<file path="config.mk">
export PLATFORM = sky130hd
export DESIGN_NAME = uart_rx_autobaud_ctrl_flat
export DESIGN_NICKNAME = d
export VERILOG_FILES = /design/src/rtl/uart_rx_autobaud_ctrl_if.sv /design/src/rtl/uart_rx_autobaud_ctrl.sv /design/src/flat_wrapper.sv
export SDC_FILE = /design/constraint.sdc
export NUM_CORES = 1
export LEC_CHECK = 0
export ABC_AREA = 1
export CAP_MARGIN = 20
export CORE_UTILIZATION = 55
export CTS_CLUSTER_DIAMETER = 60
export DETAILED_ROUTE_END_ITERATION = 6
export PLACE_DENSITY = 0.73
export SLEW_MARGIN = 10
export SYNTH_ARGS = -nofsm -noshare
export SYNTH_HDL_FRONTEND = slang
export SYNTH_SLANG_ARGS = --single-unit
</file>
<file path="constraint.sdc">
create_clock -name clk -period 3.7 [get_ports clk]
set_input_delay 0.74 -clock clk [delete_from_list [all_inputs] [get_ports clk]]
set_output_delay 0.74 -clock clk [all_outputs]
set_load 0.02 [all_outputs]
</file>
<file path="src/rtl/uart_rx_autobaud_ctrl_if.sv">
// ---------------------------------------------------------------------------
// uart_rx_autobaud_ctrl_if
// Signal bundle between the autobaud calibration controller and its
// environment (serial line, calibration request, RX datapath configuration).
//
//   RX_IN      raw serial line into the controller
//   cal_start  one-cycle (re)calibration request
//   prescale   clk cycles per bit for the RX datapath
//   rx_en      RX datapath enable, high only while locked
//   cfg_valid  prescale holds a calibrated value
//   busy       calibration in progress
//   lock_err   calibration failed
//   err_code   failure cause: 01 saturation, 10 mismatch, 11 out of range
//
// master: the controller side; slave: the environment side.
// ---------------------------------------------------------------------------
interface uart_rx_autobaud_ctrl_if;
  logic       RX_IN;
  logic       cal_start;
  logic [4:0] prescale;
  logic       rx_en;
  logic       cfg_valid;
  logic       busy;
  logic       lock_err;
  logic [1:0] err_code;

  modport master (
    input  RX_IN,
    input  cal_start,
    output prescale,
    output rx_en,
    output cfg_valid,
    output busy,
    output lock_err,
    output err_code
  );

  modport slave (
    output RX_IN,
    output cal_start,
    input  prescale,
    input  rx_en,
    input  cfg_valid,
    input  busy,
    input  lock_err,
    input  err_code
  );
endinterface

</file>
<file path="src/rtl/uart_rx_autobaud_ctrl.sv">
// ---------------------------------------------------------------------------
// uart_rx_autobaud_ctrl
// Measures a 0x55 sync character on the serial line and derives the
// oversampling prescale (clk cycles per bit). The five falling edges of
// 0x55 (start bit and data bits 1,3,5,7) bound four intervals of two bit
// periods each; their sum N spans eight bit periods, so prescale is N/8
// rounded to nearest. The RX datapath is enabled only once locked.
//
// Ports:
//   clk   system clock
//   rst   synchronous active-high reset
//   bus   uart_rx_autobaud_ctrl_if.master (line in, request in, config out)
// ---------------------------------------------------------------------------
module uart_rx_autobaud_ctrl #(
  parameter int CNT_W            = 9,
  parameter int MIN_PRESCALE     = 4,
  parameter int MAX_PRESCALE     = 31,
  parameter int TOL              = 2,
  parameter int IDLE_CYC         = 16,
  parameter int DEFAULT_PRESCALE = 8
) (
  input  logic                            clk,
  input  logic                            rst,
  uart_rx_autobaud_ctrl_if.master         bus
);

  localparam logic [CNT_W-1:0] CNT_MAX = {CNT_W{1'b1}};
  localparam int               IDLE_W  = $clog2(IDLE_CYC + 1);

  typedef enum logic [2:0] {
    ST_IDLE       = 3'd0,
    ST_WAIT_IDLE  = 3'd1,
    ST_WAIT_START = 3'd2,
    ST_MEASURE    = 3'd3,
    ST_CHECK      = 3'd4,
    ST_LOCKED     = 3'd5,
    ST_ERR        = 3'd6
  } state_t;

  // Absolute difference of two interval values.
  function automatic logic [CNT_W-1:0] abs_diff(input logic [CNT_W-1:0] a,
                                                input logic [CNT_W-1:0] b);
    if (a >= b) begin
      abs_diff = a - b;
    end else begin
      abs_diff = b - a;
    end
  endfunction

  // Registers
  state_t             state_r;
  logic               s1_r, s2_r, s3_r;
  logic [IDLE_W-1:0]  idle_cnt_r;
  logic [CNT_W-1:0]   int_cnt_r;
  logic [CNT_W-1:0]   sum_r;
  logic [CNT_W-1:0]   ref_r;
  logic [1:0]         edge_idx_r;
  logic [4:0]         prescale_r;
  logic               rx_en_r;
  logic               cfg_valid_r;
  logic               busy_r;
  logic               lock_err_r;
  logic [1:0]         err_code_r;

  // Next-state values
  state_t             state_s;
  logic [IDLE_W-1:0]  idle_cnt_s;
  logic [CNT_W-1:0]   int_cnt_s;
  logic [CNT_W-1:0]   sum_s;
  logic [CNT_W-1:0]   ref_s;
  logic [1:0]         edge_idx_s;
  logic [4:0]         prescale_s;
  logic [1:0]         err_code_s;

  // Datapath helpers
  logic               fall_s;
  logic [CNT_W-1:0]   interval_s;
  logic [CNT_W:0]     sum_ext_s;
  logic [CNT_W:0]     p_ext_s;

  // Only falling edges are ever measured; synchronizer delay is common to all.
  assign fall_s = s3_r & ~s2_r;

  // Counter is cleared on the fall that opens an interval, so the interval
  // in cycles is one more than the count seen on the closing fall. The
  // measurement branch is only taken when int_cnt_r < CNT_MAX, so no wrap.
  assign interval_s = int_cnt_r + {{(CNT_W-1){1'b0}}, 1'b1};
  assign sum_ext_s  = {1'b0, sum_r} + {1'b0, interval_s};
  // One spare bit keeps the +4 rounding term from wrapping near full scale.
  assign p_ext_s    = ({1'b0, sum_r} + (CNT_W+1)'(4)) >> 3;

  // Line synchronizer (s1, s2) plus history flop (s3); idle-high on reset.
  always_ff @(posedge clk) begin
    if (rst) begin
      s1_r <= 1'b1;
      s2_r <= 1'b1;
      s3_r <= 1'b1;
    end else begin
      s1_r <= bus.RX_IN;
      s2_r <= s1_r;
      s3_r <= s2_r;
    end
  end

  // Next-state, datapath and output decode.
  always_comb begin
    state_s    = state_r;
    idle_cnt_s = idle_cnt_r;
    int_cnt_s  = int_cnt_r;
    sum_s      = sum_r;
    ref_s      = ref_r;
    edge_idx_s = edge_idx_r;
    prescale_s = prescale_r;
    err_code_s = err_code_r;

    case (state_r)
      ST_IDLE: begin
        if (bus.cal_start) begin
          state_s    = ST_WAIT_IDLE;
          idle_cnt_s = {IDLE_W{1'b0}};
        end else begin
          state_s = ST_IDLE;
        end
      end

      ST_WAIT_IDLE: begin
        if (idle_cnt_r == IDLE_W'(IDLE_CYC)) begin
          state_s = ST_WAIT_START;
        end else if (s2_r) begin
          idle_cnt_s = idle_cnt_r + {{(IDLE_W-1){1'b0}}, 1'b1};
        end else begin
          idle_cnt_s = {IDLE_W{1'b0}};
        end
      end

      ST_WAIT_START: begin
        if (fall_s) begin
          int_cnt_s  = {CNT_W{1'b0}};
          sum_s      = {CNT_W{1'b0}};
          ref_s      = {CNT_W{1'b0}};
          edge_idx_s = 2'd0;
          state_s    = ST_MEASURE;
        end else begin
          state_s = ST_WAIT_START;
        end
      end

      ST_MEASURE: begin
        if (int_cnt_r == CNT_MAX) begin
          // Line stuck low or far too slow a baud rate.
          state_s    = ST_ERR;
          err_code_s = 2'b01;
        end else if (fall_s) begin
          int_cnt_s = {CNT_W{1'b0}};
          if (sum_ext_s >= {1'b0, CNT_MAX}) begin
            state_s    = ST_ERR;
            err_code_s = 2'b01;
          end else if ((edge_idx_r != 2'd0) &&
                       (abs_diff(interval_s, ref_r) > CNT_W'(TOL))) begin
            state_s    = ST_ERR;
            err_code_s = 2'b10;
          end else begin
            sum_s      = sum_ext_s[CNT_W-1:0];
            edge_idx_s = edge_idx_r + 2'd1;
            if (edge_idx_r == 2'd0) begin
              ref_s = interval_s;
            end else begin
              ref_s = ref_r;
            end
            if (edge_idx_r == 2'd3) begin
              state_s = ST_CHECK;
            end else begin
              state_s = ST_MEASURE;
            end
          end
        end else begin
          int_cnt_s = int_cnt_r + {{(CNT_W-1){1'b0}}, 1'b1};
        end
      end

      ST_CHECK: begin
        if ((p_ext_s < (CNT_W+1)'(MIN_PRESCALE)) ||
            (p_ext_s > (CNT_W+1)'(MAX_PRESCALE))) begin
          state_s    = ST_ERR;
          err_code_s = 2'b11;
        end else begin
          prescale_s = p_ext_s[4:0];
          state_s    = ST_LOCKED;
        end
      end

      ST_LOCKED: begin
        if (bus.cal_start) begin
          state_s    = ST_WAIT_IDLE;
          idle_cnt_s = {IDLE_W{1'b0}};
        end else begin
          state_s = ST_LOCKED;
        end
      end

      ST_ERR: begin
        if (bus.cal_start) begin
          state_s    = ST_WAIT_IDLE;
          idle_cnt_s = {IDLE_W{1'b0}};
          err_code_s = 2'b00;
        end else begin
          state_s = ST_ERR;
        end
      end

      default: begin
        state_s = ST_IDLE;
      end
    endcase
  end

  // State, datapath and registered outputs. Status outputs are decoded from
  // the next state so they change on the same edge as the state itself.
  always_ff @(posedge clk) begin
    if (rst) begin
      state_r     <= ST_IDLE;
      idle_cnt_r  <= {IDLE_W{1'b0}};
      int_cnt_r   <= {CNT_W{1'b0}};
      sum_r       <= {CNT_W{1'b0}};
      ref_r       <= {CNT_W{1'b0}};
      edge_idx_r  <= 2'd0;
      prescale_r  <= 5'(DEFAULT_PRESCALE);
      rx_en_r     <= 1'b0;
      cfg_valid_r <= 1'b0;
      busy_r      <= 1'b0;
      lock_err_r  <= 1'b0;
      err_code_r  <= 2'b00;
    end else begin
      state_r     <= state_s;
      idle_cnt_r  <= idle_cnt_s;
      int_cnt_r   <= int_cnt_s;
      sum_r       <= sum_s;
      ref_r       <= ref_s;
      edge_idx_r  <= edge_idx_s;
      prescale_r  <= prescale_s;
      rx_en_r     <= (state_s == ST_LOCKED);
      cfg_valid_r <= (state_s == ST_LOCKED);
      busy_r      <= (state_s == ST_WAIT_IDLE) || (state_s == ST_WAIT_START) ||
                     (state_s == ST_MEASURE)   || (state_s == ST_CHECK);
      lock_err_r  <= (state_s == ST_ERR);
      err_code_r  <= err_code_s;
    end
  end

  assign bus.prescale  = prescale_r;
  assign bus.rx_en     = rx_en_r;
  assign bus.cfg_valid = cfg_valid_r;
  assign bus.busy      = busy_r;
  assign bus.lock_err  = lock_err_r;
  assign bus.err_code  = err_code_r;

endmodule
</file>
<file path="src/flat_wrapper.sv">
// flat-port wrapper written by rule: the top's interface ports become plain ports
module uart_rx_autobaud_ctrl_flat 
#(
  parameter int CNT_W            = 9,
  parameter int MIN_PRESCALE     = 4,
  parameter int MAX_PRESCALE     = 31,
  parameter int TOL              = 2,
  parameter int IDLE_CYC         = 16,
  parameter int DEFAULT_PRESCALE = 8
)
  (clk, rst, bus_RX_IN, bus_cal_start, bus_prescale, bus_rx_en, bus_cfg_valid, bus_busy, bus_lock_err, bus_err_code);
  uart_rx_autobaud_ctrl_if bus_i ();
  input  logic clk;
  input  logic rst;
  input wire logic [$bits(bus_i.RX_IN)-1:0] bus_RX_IN;
  input wire logic [$bits(bus_i.cal_start)-1:0] bus_cal_start;
  output wire logic [$bits(bus_i.prescale)-1:0] bus_prescale;
  output wire logic [$bits(bus_i.rx_en)-1:0] bus_rx_en;
  output wire logic [$bits(bus_i.cfg_valid)-1:0] bus_cfg_valid;
  output wire logic [$bits(bus_i.busy)-1:0] bus_busy;
  output wire logic [$bits(bus_i.lock_err)-1:0] bus_lock_err;
  output wire logic [$bits(bus_i.err_code)-1:0] bus_err_code;
  assign bus_i.RX_IN = bus_RX_IN;
  assign bus_i.cal_start = bus_cal_start;
  assign bus_prescale = bus_i.prescale;
  assign bus_rx_en = bus_i.rx_en;
  assign bus_cfg_valid = bus_i.cfg_valid;
  assign bus_busy = bus_i.busy;
  assign bus_lock_err = bus_i.lock_err;
  assign bus_err_code = bus_i.err_code;
  uart_rx_autobaud_ctrl #(.CNT_W(CNT_W), .MIN_PRESCALE(MIN_PRESCALE), .MAX_PRESCALE(MAX_PRESCALE), .TOL(TOL), .IDLE_CYC(IDLE_CYC), .DEFAULT_PRESCALE(DEFAULT_PRESCALE)) u_core (.clk(clk), .rst(rst), .bus(bus_i));
endmodule
</file>
======== After elaboration in Yosys (flattened, before gate mapping) ========
Cells that the tools add are included.
operators by class
  add/sub/neg operators ................... 7
  multipliers ............................. 0
  divide/modulo/power cells ............... 0
  $lt $le $gt $ge ......................... 5
  eq/ne operators ......................... 27
  shift-type cells ........................ 0
  multiplexer cells ....................... 49
  bitwise logic cells ..................... 3
  reduce and logical (&&, ||, !) cells .... 18
operators by type and width
  operator                                                                         number
  9-bit two-way mux                                                                17
  9-bit one-hot mux with 2 select lines                                            3
  2-bit two-way mux                                                                12
  3-bit two-way mux                                                                8
  3-bit one-hot mux with 7 select lines                                            1
  3-bit equality test, second input constant                                       6
  9-bit subtractor                                                                 2
  5-bit two-way mux                                                                3
  3-bit by 2-bit equality test with 1-bit output, second input constant            4
  9-bit by 3-bit adder with 10-bit output, second input constant                   1
  9-bit by 9-bit adder with 10-bit output                                          1
  10-bit by 9-bit >= comparator with 1-bit output, second input constant           1
  2-bit by 1-bit != test with 1-bit output, second input constant                  5
  2-bit != test, second input constant                                             5
  5-bit one-hot mux with 2 select lines                                            1
  9-bit by 1-bit adder with 9-bit output, second input constant                    1
  9-bit equality test, second input constant                                       1
  9-bit >= comparator                                                              1
  9-bit by 2-bit greater-than comparator with 1-bit output, second input constant  1
  7-bit by 5-bit greater-than comparator with 1-bit output, second input constant  1
  7-bit by 3-bit less-than comparator with 1-bit output, second input constant     1
  7-bit AND reduction                                                              1
  3-bit by 1-bit equality test with 1-bit output, second input constant            2
  2-bit one-hot mux with 3 select lines                                            1
  other kinds (21)                                                                 29
word-level totals
  bits in registers ....................... 50
  bits in latches ......................... 0
  RAM bits ................................ 0
  ROM bits ................................ 0
  output and inout port bits .............. 11
  memories ................................ 0

======== Longest topological paths before layout ========
Gate-level depths: netlist of the first run.
  word-level depth ........................ 18
  gate-level depth with buffers ........... 27

======== Worst setup path before layout of the first run ========
OpenSTA, ideal clock, no wires.
  path type ............................... flip-flop to flip-flop
  start point ............................. register u_core.int_cnt_r[0]
  end point ............................... register u_core.ref_r[4]
  arrival ................................. 2.979 ns
  data required time ...................... 3.585 ns
  setup slack ............................. 0.605 ns
  stages on the path, launching flop included .. 25
  path buffers ............................ 1
  period minus slack after synthesis ...... 3.095 ns
  cell sequence ........................... dfxtp_1 ha_1 nand4_1 nor2_1 nand2_1 nor2_1 ha_1 ha_1 nand2_1 inv_1 a21oi_1 nand2_1 inv_1 nand2_2 a21oi_1 nand3_1 nand3_2 nand2_2 nand2_2 nand2_4 a21oi_2 inv_2 buf_6 o21ai_2 a21oi_2
on the way
  cells in the longest elaborated chain, start to end .. 11
  elaborated cells on any way between the ends .. 24
  classes of those cells .................. 4 x add/sub; 3 x order compare; 4 x eq/ne; 11 x mux; 2 x reduce/logical
ends and longest elaborated chain
  what                                                      line                          RTL
  from (decl)                                               uart_rx_autobaud_ctrl.sv:54   logic [CNT_W-1:0] int_cnt_r;
  from (signal assigned)                                    uart_rx_autobaud_ctrl.sv:223  int_cnt_r <= {CNT_W{1'b0}};
  from (signal assigned)                                    uart_rx_autobaud_ctrl.sv:236  int_cnt_r <= int_cnt_s;
  9-bit by 1-bit adder with 9-bit output                    uart_rx_autobaud_ctrl.sv:87   assign interval_s = int_cnt_r + {{(CNT_W-1){1'b0}}, 1'b1};
  9-bit subtractor, or another cell as far along            uart_rx_autobaud_ctrl.sv:46   abs_diff = b - a;
  9-bit two-way mux                                         uart_rx_autobaud_ctrl.sv:43   if (a >= b) begin
  9-bit two-way mux                                         uart_rx_autobaud_ctrl.sv:155  if (sum_ext_s >= {1'b0, CNT_MAX}) begin
  9-bit two-way mux                                         uart_rx_autobaud_ctrl.sv:153  end else if (fall_s) begin
  9-bit two-way mux                                         uart_rx_autobaud_ctrl.sv:149  if (int_cnt_r == CNT_MAX) begin
  9-bit two-way mux                                         uart_rx_autobaud_ctrl.sv:116  case (state_r)
  9-bit by 2-bit greater-than comparator with 1-bit output  uart_rx_autobaud_ctrl.sv:159  (abs_diff(interval_s, ref_r) > CNT_W'(TOL))) begin
  1-bit logical AND                                         uart_rx_autobaud_ctrl.sv:158  end else if ((edge_idx_r != 2'd0) &&
  2-bit != test (no line)                                   --
  7-bit AND reduction (no line)                             --
  to (signal assigned)                                      uart_rx_autobaud_ctrl.sv:225  ref_r <= {CNT_W{1'b0}};
  to (signal assigned)                                      uart_rx_autobaud_ctrl.sv:238  ref_r <= ref_s;
  to (decl)                                                 uart_rx_autobaud_ctrl.sv:56   logic [CNT_W-1:0] ref_r;
Several ways; a longest one is shown, not always the timed one. The select of a mux whose other input is x is not followed.
A chain may end at the register's enable or synchronous reset.

======== Final worst setup path of the first run ========
  start point ............................. register u_core.int_cnt_r[0]
  end point ............................... register u_core.ref_r[3]
Same word-level chain as after synthesis.

==> qor.yml, run 1 <==
finish:
  final_cell_area_um2: 4120
  finish.utilization_pct: 63.1
  final_nets: 652
  drive_gt1_share_pct: 5.38
  fillers: 618
  areaGrowthSynthToFinish_pct: 8.07
  antennaDiodeCount: 0
hold_path:
  hold_depth: 1
  hold_path_class: "reg2reg"
  hold_path_end: "u_core.s2_r"
  hp-start: "u_core.s1_r"
cts:
  path_clk_slew_ns: 0.11
  cts_root_buf: "clkbuf_8"
  clk_latency_ns: 0.32
  hold_buffers: 0
  htreeDepth: 2
  cts_sinks: 50
  cts_buffers: 5
  clockBufferDepth: 2
  cts_tree: "yes"
synth:
  syn_inst: 602
  syn_area_um2: 3810
  ys_ff_latch: 50
  syn-num-nets: 642
  ys_warn_count: 0
  syn_area_per_cell_um2: 6.34
  synth.area.top_cells: "dfxtp_1 26%, nand2_1 16%, ha_1 11%"
  yosysMostFrequentCell: "nand2_1"
  synth-main-ff-cell: "dfxtp_1"
  async_flop_share_pct: 0
  ys_seq_area_share_pct: 26.2
  synth_common_cells: "159 x nand2_1, 105 x inv_1, 58 x nor2_1"
  synth_edf_count: 0
  yosysTopAreaCell: "dfxtp_1"
  synth_top_area_share_pct: 26.2
  ys_types: 37
worst_setup_path:
  arrival_ns: 3.57
  reg2reg_setup_slack_ns: 0.33
  crit_start: "u_core.int_cnt_r[0]"
  cp_max_fo: 17
  start_kind: "flip-flop"
  crit_type: "reg2reg"
  endpoint_kind: "flip-flop"
  required_ns: 3.91
  reg2reg_depth: 24
  reg2reg_to: "u_core.ref_r[3]"
  r2r-start: "u_core.int_cnt_r[0]"
pwr:
  peakVddDrop_mv: 0.152
  powerDensity_nw_per_um2: 229
  p_leak_nw: 2.04
timing:
  fin_crit_sh_pct: 91.0
  worst_pin_slew_ns: 0.673
  holdWs_ns: 0.423
  fmax_mhz: 297
  slew_headroom_pct: 55.1
  clock_skew_ns: 0.0192
  fin_crit_ns: 3.37
  slew_violations: 0
  setup_viol_count_final: 0
  timing.final.ws_setup_ns: 0.331
  final-hold-violation-count: 0
run:
  cap_violations: 0
floorplanning:
  coreArea_um2: 6530
  rows: 29
  die_y_um: 85.3
  ioPinCount: 15
  initial_utilization_pct: 58.4
  die_x_um: 85.3
  die-area_um2: 7270
detailed_routing:
  wirelength_mm: 8.75
  via_per_inst: 5.30
  drc: 0
  wl_per_cell_um: 12.7
  ant_nets: 0
  num_vias: 3660
  drtIter0Drc: 201
  drt-pass1-iter-count: 5
placed_design:
  pre_cts_ws_ns: 0.169
  io_buffers: 14
  postPlaceCellArea_um2: 3990
  dp_hpwl_mm: 6.91
  place.gp.congestion: 0.894
grt:
  overflow: 0
  grt_max_degree: 27
  grt_pass1_wl_mm: 15.0
  antenna_found_initial: 0
  track_usage_pct: 25.5
  grt_pass1_vias: 3334
outcome:
  status: "finished clean"
## layer usage
layer	GRT usage, %	vias up	wire (um)
li1	-	1933	-
met1	34.4	1629	4350
met2	40.8	78	3850
met3	4.18	20	305
met4	10.2	0	245
met5	0	-	0
## worst max-delay path by stage
stage / slack, ns / depth (start not counted) / to
2_1_floorplan: 0.61 / 24 / u_core.ref_r[4]
5_1_grt: -0.00004 / 24 / u_core.ref_r[8]
3_5_place_dp: 0.17 / 23 / u_core.ref_r[1]
6_report: 0.33 / 24 / u_core.ref_r[3]
4_1_cts: 0.15 / 23 / u_core.ref_r[1]
3_3_place_gp: 0.33 / 23 / u_core.ref_r[1]
## critical path, stage by stage (launching register included)
cell	delay, ns
dfxtp_2	0.40
ha_2	0.21
nand4_1	0.16
nor2_1	0.12
nand2_1	0.08
nor2_1	0.11
ha_1	0.29
ha_2	0.40
nand2_1	0.06
nor2_1	0.08
nand3_1	0.09
nand2_1	0.07
inv_1	0.04
nand2_2	0.06
o21ai_1	0.05
nor2_1	0.08
nand2_1	0.07
nand3_2	0.11
nand2_2	0.06
nand2_2	0.10
nand2_8	0.11
a21oi_4	0.18
inv_4	0.10
o21ai_0	0.16
a21oi_1	0.05
## layout by cell type, fill, tap and decap left out, drive strengths merged
master / netlist / layout
o2111ai: 1 / 1
dfxtp: 50 / 50
buf: 7 / 3
a22oi: 2 / 2
o211a: 2 / 2
a211oi: 7 / 7
a21o: 1 / 1
nor2: 61 / 61
nand4: 10 / 10
nor3b: 2 / 2
clkinv: 0 / 1
or2: 3 / 3
nand3: 41 / 41
xor2: 7 / 7
fa: 3 / 3
o21bai: 1 / 1
a21oi: 51 / 51
xnor2: 4 / 4
clkbuf: 7 / 5
nor3: 6 / 6
ha: 33 / 33
o21ai: 28 / 28
o211ai: 2 / 2
clkdlybuf4s50: 0 / 14
a31o: 1 / 1
nand2: 164 / 164
nand3b: 2 / 2
inv: 106 / 108
## through the flow
step / instances / TNS [ns] / power [W]
final: 690 / 0 / 0.000942
after global routing: 690 / -0.0000369 / 0.000985
after CTS: 689 / 0 / 0.000949
after detailed placement: 681 / 0 / 0.000608
after global placement: 681 / 0 / 0.000607
after floorplan: 602 / 0 / 0.000593
## layout make-up
class	count	area (um2)	share of cell area, %
multi-input cells	432	2360	57.3
flip-flops and latches	50	1000	24.3
inverters	106	400	9.71
repair buffers	17	163	3.95
well taps	77	96.3	2.34
clock buffers	5	68.8	1.67
clock inverters	3	28.8	0.698
## where the power goes
| part | switching (W) | internal (W) |
|---|---|---|
| Sequential | 0.00000427 | 0.000544 |
| Combinational | 0.0000308 | 0.0000172 |
| Clock | 0.000204 | 0.000142 |
| Total | 0.000239 | 0.000703 |
## cell families (layout without fill, tap and decap cells)
family | after synthesis | after routing | share of synthesized area [%]
adders and majority gates | 36 | 36 | 12.4
and+or+nand+nor | 289 | 289 | 32.1
buffers and inverters | 120 | 131 | 12.4
DFF | 50 | 50 | 26.2
AOI/OAI and AO/OA | 96 | 96 | 14.3
xor gates and xnor gates | 11 | 11 | 2.53
## state kept, by name, summed over array words and instances (netlist names), 2 cells and up
name / flops
u_core.ref_r: 9
u_core.edge_idx_r: 2
u_core.state_r: 3
u_core.bus.prescale: 5
u_core.int_cnt_r: 9
u_core.idle_cnt_r: 5
u_core.sum_r: 9
u_core.bus.err_code: 2
## repair_timing
item | CTS | global route
gates resized for setup | 0 | 10
endpoints found under the setup margin | 0 | 16
setup buffers | 0 | 1
Power figures use the tool's default switching activity.
==> inputs of run 2 (changes only) <==
--- a/config.mk
+++ b/config.mk
@@ -5,13 +5,12 @@
 export SDC_FILE = /design/constraint.sdc
 export NUM_CORES = 1
 export LEC_CHECK = 0
-export ABC_AREA = 1
+export ABC_AREA = 0
 export CAP_MARGIN = 20
 export CORE_UTILIZATION = 55
 export CTS_CLUSTER_DIAMETER = 60
 export DETAILED_ROUTE_END_ITERATION = 6
 export PLACE_DENSITY = 0.73
-export SLEW_MARGIN = 10
 export SYNTH_ARGS = -nofsm -noshare
 export SYNTH_HDL_FRONTEND = slang
 export SYNTH_SLANG_ARGS = --single-unit
==> run 2 against run 1 <==
  * Sequential power about the same
  * Synthesized cell count down 25%
  * Largest power group unchanged
  * Utilization up 4.5 points
  * Largest cell class unchanged
  * Final cell count down 19%
  * Global-route usage shrank 0.93 points
  * Die area fell by 5.2%
  * Wire length rose by 2.8%
  * Final area grew 4.2%
  * Critical path type unchanged
  * Highest routed layer unchanged
  * Via count fell by 7.5%
  * Clock power increased by 16%
==> qor.yml, run 2 <==
placed_design:
  pre_cts_ws_ns: -0.0493  # -0.218 ns
  dp_cells: 546  # -20%
  dp_hpwl_mm: 6.38  # -7.7%
  io_buffers: 14  # unchanged
  place.gp.congestion: 0.850  # -4.9%
timing:
  fmax_mhz: 274  # -7.6%
  slew_violations: 0  # unchanged
  slew_headroom_pct: 47.5  # -7.6 points
  setup_viol_count_final: 0  # unchanged
  worst_pin_slew_ns: 0.786  # +0.113 ns
  final-hold-violation-count: 0  # unchanged
  clock_skew_ns: 0.00920  # -0.00999 ns
  fin_crit_sh_pct: 98.5  # +7.5 points
  fin_crit_ns: 3.65  # +0.277 ns
  timing.final.ws_setup_ns: 0.0543  # -0.277 ns
  tns_ns: 0  # unchanged
detailed_routing:
  num_vias: 3387  # -7.5%
  drtIter0Drc: 247  # +23%
  wl_per_cell_um: 16.1  # +27%
  ant_nets: 0  # unchanged
  via_per_inst: 6.06  # +14%
  wirelength_mm: 8.99  # +2.8%
  drc: 0  # unchanged
  drt-pass1-iter-count: 5  # unchanged
synth:
  async_flop_share_pct: 0  # unchanged
  synth_common_cells: "54 x nor2_1, 50 x dfxtp_1, 42 x inv_1"
  ys_ff_latch: 50  # unchanged
  syn_inst: 454  # -25%
  ys_warn_count: 0  # unchanged
  synth_top_area_share_pct: 27.7  # +1.5 points
  synth-main-ff-cell: "dfxtp_1"
  yosysMostFrequentCell: "nor2_1"
  syn_area_um2: 3610  # -5.3%
  syn_area_per_cell_um2: 7.96  # +26%
  syn-num-nets: 494  # -23%
  ys_seq_area_share_pct: 27.7  # +1.5 points
  synth.area.top_cells: "dfxtp_1 28%, ha_1 11%, nor2_1 5.6%"
  yosysTopAreaCell: "dfxtp_1"
  ys_types: 62  # +68%
  synth_edf_count: 0  # unchanged
pwr:
  p_sw_w: 0.000226  # -5.8%
  clkPwrFrac_pct: 40.4  # +3.7 points
  peakVddDrop_mv: 0.200  # +31%
  p_comb_share_pct: 4.5  # -0.6 points
  intPower_w: 0.000767  # +9.1%
  p_sw_share_pct: 22.7  # -2.7 points
  seqPwrFrac_pct: 55.1  # -3.1 points
  p_leak_nw: 1.77  # -13%
  powerDensity_nw_per_um2: 231  # +1.2%
floorplanning:
  ioPinCount: 15  # unchanged
  die-area_um2: 6900  # -5.2%
  initial_utilization_pct: 56.9  # -1.5 points
  die_x_um: 83.0  # -2.6%
  rows: 29  # unchanged
  die_y_um: 83.0  # -2.6%
  coreArea_um2: 6350  # -2.8%
worst_setup_path:
  endpoint_kind: "flip-flop"
  reg2reg_setup_slack_ns: 0.05  # -0.28 ns
  critPathBufInv: 1  # -1
  cp_max_fo: 5  # -12
  slowest_stage: "or4b_2"
  path_cells: "ha_4 > nand3_4 > nor2_4 > and3_1 > ha_1 > ha_4 > or4b_2 > a211oi_2 > or3b_4 > nand4_1 > nand3b_1 > buf_4 > nor2_1 > nor2_2 > nor2_4 > o32ai_2"
  cp_top_family: "simple AND/OR/NAND/NOR gates"
  arrival_ns: 3.86  # +0.29 ns
  required_ns: 3.92  # about the same
  cpPeakStageDelay_ns: 0.60  # +0.20 ns
  start_kind: "flip-flop"
  crit_type: "reg2reg"
cts:
  cts_sinks: 50  # unchanged
  cts_tree: "yes"
  cts_root_buf: "clkbuf_8"
  clk_latency_ns: 0.31  # about the same
  hold_buffers: 0  # unchanged
  cts_buffers: 5  # unchanged
  clockBufferDepth: 2  # unchanged
  htreeDepth: 2  # unchanged
  path_clk_slew_ns: 0.10  # about the same
finish:
  largestRegisters: "u_core.int_cnt_r (9), u_core.ref_r (9), u_core.sum_r (9)"
  antennaDiodeCount: 0  # unchanged
  final_nets: 521  # -20%
  final_common_cell: "nor2_1"
  finish.utilization_pct: 67.6  # +4.5 points
  most-common-layout-cells: "49 x nor2_1, 47 x dfxtp_1, 42 x inv_1"
  areaGrowthSynthToFinish_pct: 18.9
  final_cell_count_no_fill: 559  # -19%
  drive_gt1_share_pct: 17.2  # +12 points
grt:
  antenna_found_initial: 0  # unchanged
  grt_pass1_vias: 3074  # -7.8%
  grt_max_degree: 22  # -19%
  overflow: 0  # unchanged
  track_usage_pct: 24.6  # -0.93 points
  grt_pass1_wl_mm: 14.0  # -6.8%
hold_path:
  hold_path_class: "reg2reg"
run:
  cap_violations: 0  # unchanged
outcome:
  status: "finished clean"
[run 2: layer usage]
metal	part of all wire (%)	up-vias	global-route usage (%)
li1	-	1657	-
met1	45	1617	31.7
met2	49	91	41.4
met3	3.5	22	3.98
met4	2.7	0	9.09
met5	0	-	0
[run 2: metrics by stage]
step / instance area, um2 / total power [W] / hold WS [ns]
floorplan: 3610 / 0.000590 / 0.389
global placement: 3900 / 0.000601 / 0.396
detailed placement: 3900 / 0.000602 / 0.403
CTS: 4040 / 0.000996 / 0.436
global route: 4290 / 0.00102 / 0.454
finish: 4290 / 0.000993 / 0.437
[run 2: power by group through the flow]
stage / registers, W / logic, W / clock network, W
after global routing: 0.000548 / 0.0000493 / 0.000426
after detailed placement: 0.000560 / 0.0000420 / 0
after global placement: 0.000560 / 0.0000412 / 0
after floorplan: 0.000559 / 0.0000311 / 0
after CTS: 0.000548 / 0.0000428 / 0.000406
final: 0.000547 / 0.0000443 / 0.000401
[run 2: cell families after synthesis]
group | after synthesis | share of synthesized area (%)
buffers and inverters | 60 | 6.79
DFF | 50 | 27.7
AOI/OAI and AO/OA | 128 | 23.9
xor gates and xnor gates | 22 | 5.33
muxes | 8 | 2.22
adders and majority gates | 36 | 13.1
and+or+nand+nor | 150 | 21.0
[run 2: cell type report]
type                       instances  area [um2]
clock inverter                     3        47.5
multi-input combinational        345        2600
inverter                          42         158
fill                             510        2060
clock buffer                       5        68.8
timing repair buffer              37         313
tap                               77        96.3
sequential                        50        1010
[run 2: final timing paths]
| kind | from | endpoint | cells past startpoint |
|---|---|---|---|
| setup / recovery | u_core.int_cnt_r[1] | u_core.ref_r[0] | 16 |
| hold reg to reg | u_core.s1_r | u_core.s2_r | 1 |
| setup reg to reg | u_core.int_cnt_r[1] | u_core.ref_r[0] | 16 |
| hold / removal | u_core.s1_r | u_core.s2_r | 1 |
[run 2: repair_timing]
action                                  in CTS  in global routing
pin swaps                                    0                 12
buffers inserted                             0                  4
endpoints found under the setup margin      21                 28
cloned                                       0                  1
endpoints found under the hold margin        0                  0
gates resized for setup                      4                 43
==> inputs of run 3 (changes only) <==
--- a/config.mk
+++ b/config.mk
@@ -7,10 +7,12 @@
 export LEC_CHECK = 0
 export ABC_AREA = 0
 export CAP_MARGIN = 20
+export CORE_MARGIN = 3
 export CORE_UTILIZATION = 55
 export CTS_CLUSTER_DIAMETER = 60
 export DETAILED_ROUTE_END_ITERATION = 6
 export PLACE_DENSITY = 0.73
+export SLEW_MARGIN = 20
 export SYNTH_ARGS = -nofsm -noshare
 export SYNTH_HDL_FRONTEND = slang
 export SYNTH_SLANG_ARGS = --single-unit
==> run 3 against run 2 <==
  * Highest routed layer unchanged
  * Via count shrank 1.3%
  * Final area decreased by 1.4%
  * First-iteration DRC count up 2.0%
  * Combinational power is 6.8% higher
==> qor.yml, run 3 (synthesis gave the netlist of run 2 again) <==
cts:
  cts_root_buf: "clkbuf_8"
  clockBufferDepth: 2  # unchanged
  cts_tree: "yes"
  cts_sinks: 50  # unchanged
  clk_latency_ns: 0.31  # about the same
  cts_buffers: 5  # unchanged
  htreeDepth: 2  # unchanged
  path_clk_slew_ns: 0.09  # about the same
  hold_buffers: 0  # unchanged
worst_setup_path:
  reg2reg_depth: 14  # -2
  cp_max_fo: 4  # -1
  crit_type: "reg2reg"
  r2r-start: "u_core.int_cnt_r[3]"
  endpoint_kind: "flip-flop"
  reg2reg_setup_slack_ns: 0.15  # +0.09 ns
  required_ns: 3.94  # +0.02 ns
  start_kind: "flip-flop"
  arrival_ns: 3.79  # -0.07 ns
  reg2reg_to: "u_core.bus.busy"
floorplanning:
  rows: 28  # -3.4%
  die-area_um2: 7580  # +9.9%
  die_x_um: 87.0  # +4.8%
  ioPinCount: 15  # unchanged
  coreArea_um2: 6130  # -3.4%
  initial_utilization_pct: 58.9  # +2.0 points
  die_y_um: 87.0  # +4.8%
detailed_routing:
  drc: 0  # unchanged
  wl_per_cell_um: 15.7  # -2.2%
  num_vias: 3343  # -1.3%
  drt-pass1-iter-count: 5  # unchanged
  ant_nets: 0  # unchanged
  wirelength_mm: 8.75  # -2.7%
  via_per_inst: 6.01  # -0.77%
  drtIter0Drc: 252  # +2.0%
placed_design:
  io_buffers: 14  # unchanged
  dp_cells: 544  # -0.37%
  place.gp.congestion: 0.915  # +7.6%
  dp_hpwl_mm: 6.43  # +0.83%
finish:
  final_cell_count_no_fill: 556  # -0.54%
  fillers: 478  # -6.3%
  largestRegisters: "u_core.int_cnt_r (9), u_core.ref_r (9), u_core.sum_r (9)"
  multiInputGateArea_um2: 2570  # -1.2%
  final_common_cell: "nor2_1"
  regArea_um2: 1010  # unchanged
  finish.utilization_pct: 69.1  # +1.5 points
  antennaDiodeCount: 0  # unchanged
  areaGrowthSynthToFinish_pct: 17.2
  final_nets: 520  # -0.19%
  drive_gt1_share_pct: 15.2  # -2.0 points
  most-common-layout-cells: "51 x nor2_1, 47 x dfxtp_1, 41 x inv_1"
timing:
  slew_headroom_pct: 59.2  # +12 points
  holdWs_ns: 0.427  # -0.00970 ns
  fin_crit_sh_pct: 96.0  # -2.6 points
  worst_pin_slew_ns: 0.610  # -0.176 ns
  tns_ns: 0  # unchanged
  fin_crit_ns: 3.55  # -0.0944 ns
  clock_skew_ns: 0.00919  # -0.00000724 ns
  final-hold-violation-count: 0  # unchanged
  setup_viol_count_final: 0  # unchanged
  slew_violations: 0  # unchanged
  fmax_mhz: 282  # +2.7%
grt:
  grt_max_degree: 23  # +4.5%
  grt_pass1_wl_mm: 14.3  # +2.4%
  grt_pass1_vias: 3133  # +1.9%
  overflow: 0  # unchanged
  antenna_found_initial: 0  # unchanged
  track_usage_pct: 23.3  # -1.3 points
hold_path:
  hold_path_class: "reg2reg"
  hold_path_end: "u_core.s2_r"
  hp-start: "u_core.s1_r"
  hold_depth: 1  # unchanged
pwr:
  peakVddDrop_mv: 0.176  # -12%
  p_leak_nw: 1.74  # -1.5%
  powerDensity_nw_per_um2: 223  # -3.7%
run:
  cap_violations: 0  # unchanged
outcome:
  status: "finished clean"
run 3: where the power goes:
| part | internal (W) | total (W) | switching, W | leakage [nW] |
|---|---|---|---|---|
| combinational | 0.0000209 | 0.0000473 | 0.0000263 | 1.28 |
| clock | 0.000154 | 0.000349 | 0.000195 | 0.0514 |
| sequential | 0.000542 | 0.000547 | 0.00000509 | 0.406 |
run 3: worst max-delay path: stages, from the launching register on:
cell,delay [ns]
dfxtp_1,0.50
nand3_4,0.15
nor2_4,0.17
and3_1,0.18
ha_1,0.24
ha_1,0.31
or4b_2,0.61
a211oi_2,0.17
or3b_4,0.16
nand4_1,0.07
nand3b_1,0.27
a211o_4,0.18
o21ai_4,0.06
a311o_1,0.35
o21ai_2,0.07
run 3: per-layer routing:
| layer | up-vias | part of all wire, % | track usage, % |
|---|---|---|---|
| li1 | 1663 | - | - |
| met1 | 1586 | 47 | 31.2 |
| met2 | 82 | 48 | 39.1 |
| met3 | 12 | 3.4 | 3.03 |
| met4 | 0 | 1.8 | 6.52 |
| met5 | - | 0 | 0 |
run 3: worst max-delay path by stage:
stage	endpoint	cells past startpoint	slack [ns]	startpoint
2_1_floorplan	u_core.sum_r[4]	17	0.06	u_core.int_cnt_r[0]
3_3_place_gp	u_core.bus.err_code[0]	15	0.05	u_core.int_cnt_r[0]
3_5_place_dp	u_core.ref_r[8]	16	-0.07	u_core.int_cnt_r[0]
4_1_cts	u_core.sum_r[4]	16	0.001	u_core.int_cnt_r[0]
5_1_grt	u_core.bus.busy	15	-0.006	u_core.int_cnt_r[0]
6_report	u_core.bus.busy	14	0.15	u_core.int_cnt_r[3]
run 3: repair_timing:
action	in CTS	in global routing
gates resized for setup	3	40
pin swaps	1	10
gates cloned	0	1
buffers inserted	0	3
endpoints found under the setup margin	23	27
run 3: per-stage QoR:
stage / power [W] / instance area [um2] / setup WS [ns]
global route: 0.000986 / 4240 / -0.00601
detailed placement: 0.000603 / 3900 / -0.0728
finish: 0.000943 / 4240 / 0.149
CTS: 0.000948 / 4010 / 0.00144
global placement: 0.000601 / 3900 / 0.0478
floorplan: 0.000590 / 3610 / 0.0612
run 3: area by class of cell:
cell class / count / area share [%]
multi-input combinational: 345 / 60.7
sequential: 50 / 23.8
clock inverter: 2 / 0.414
inverter: 42 / 3.72
clock buffer: 6 / 1.95
timing repair buffer: 36 / 7.21
tap: 75 / 2.22
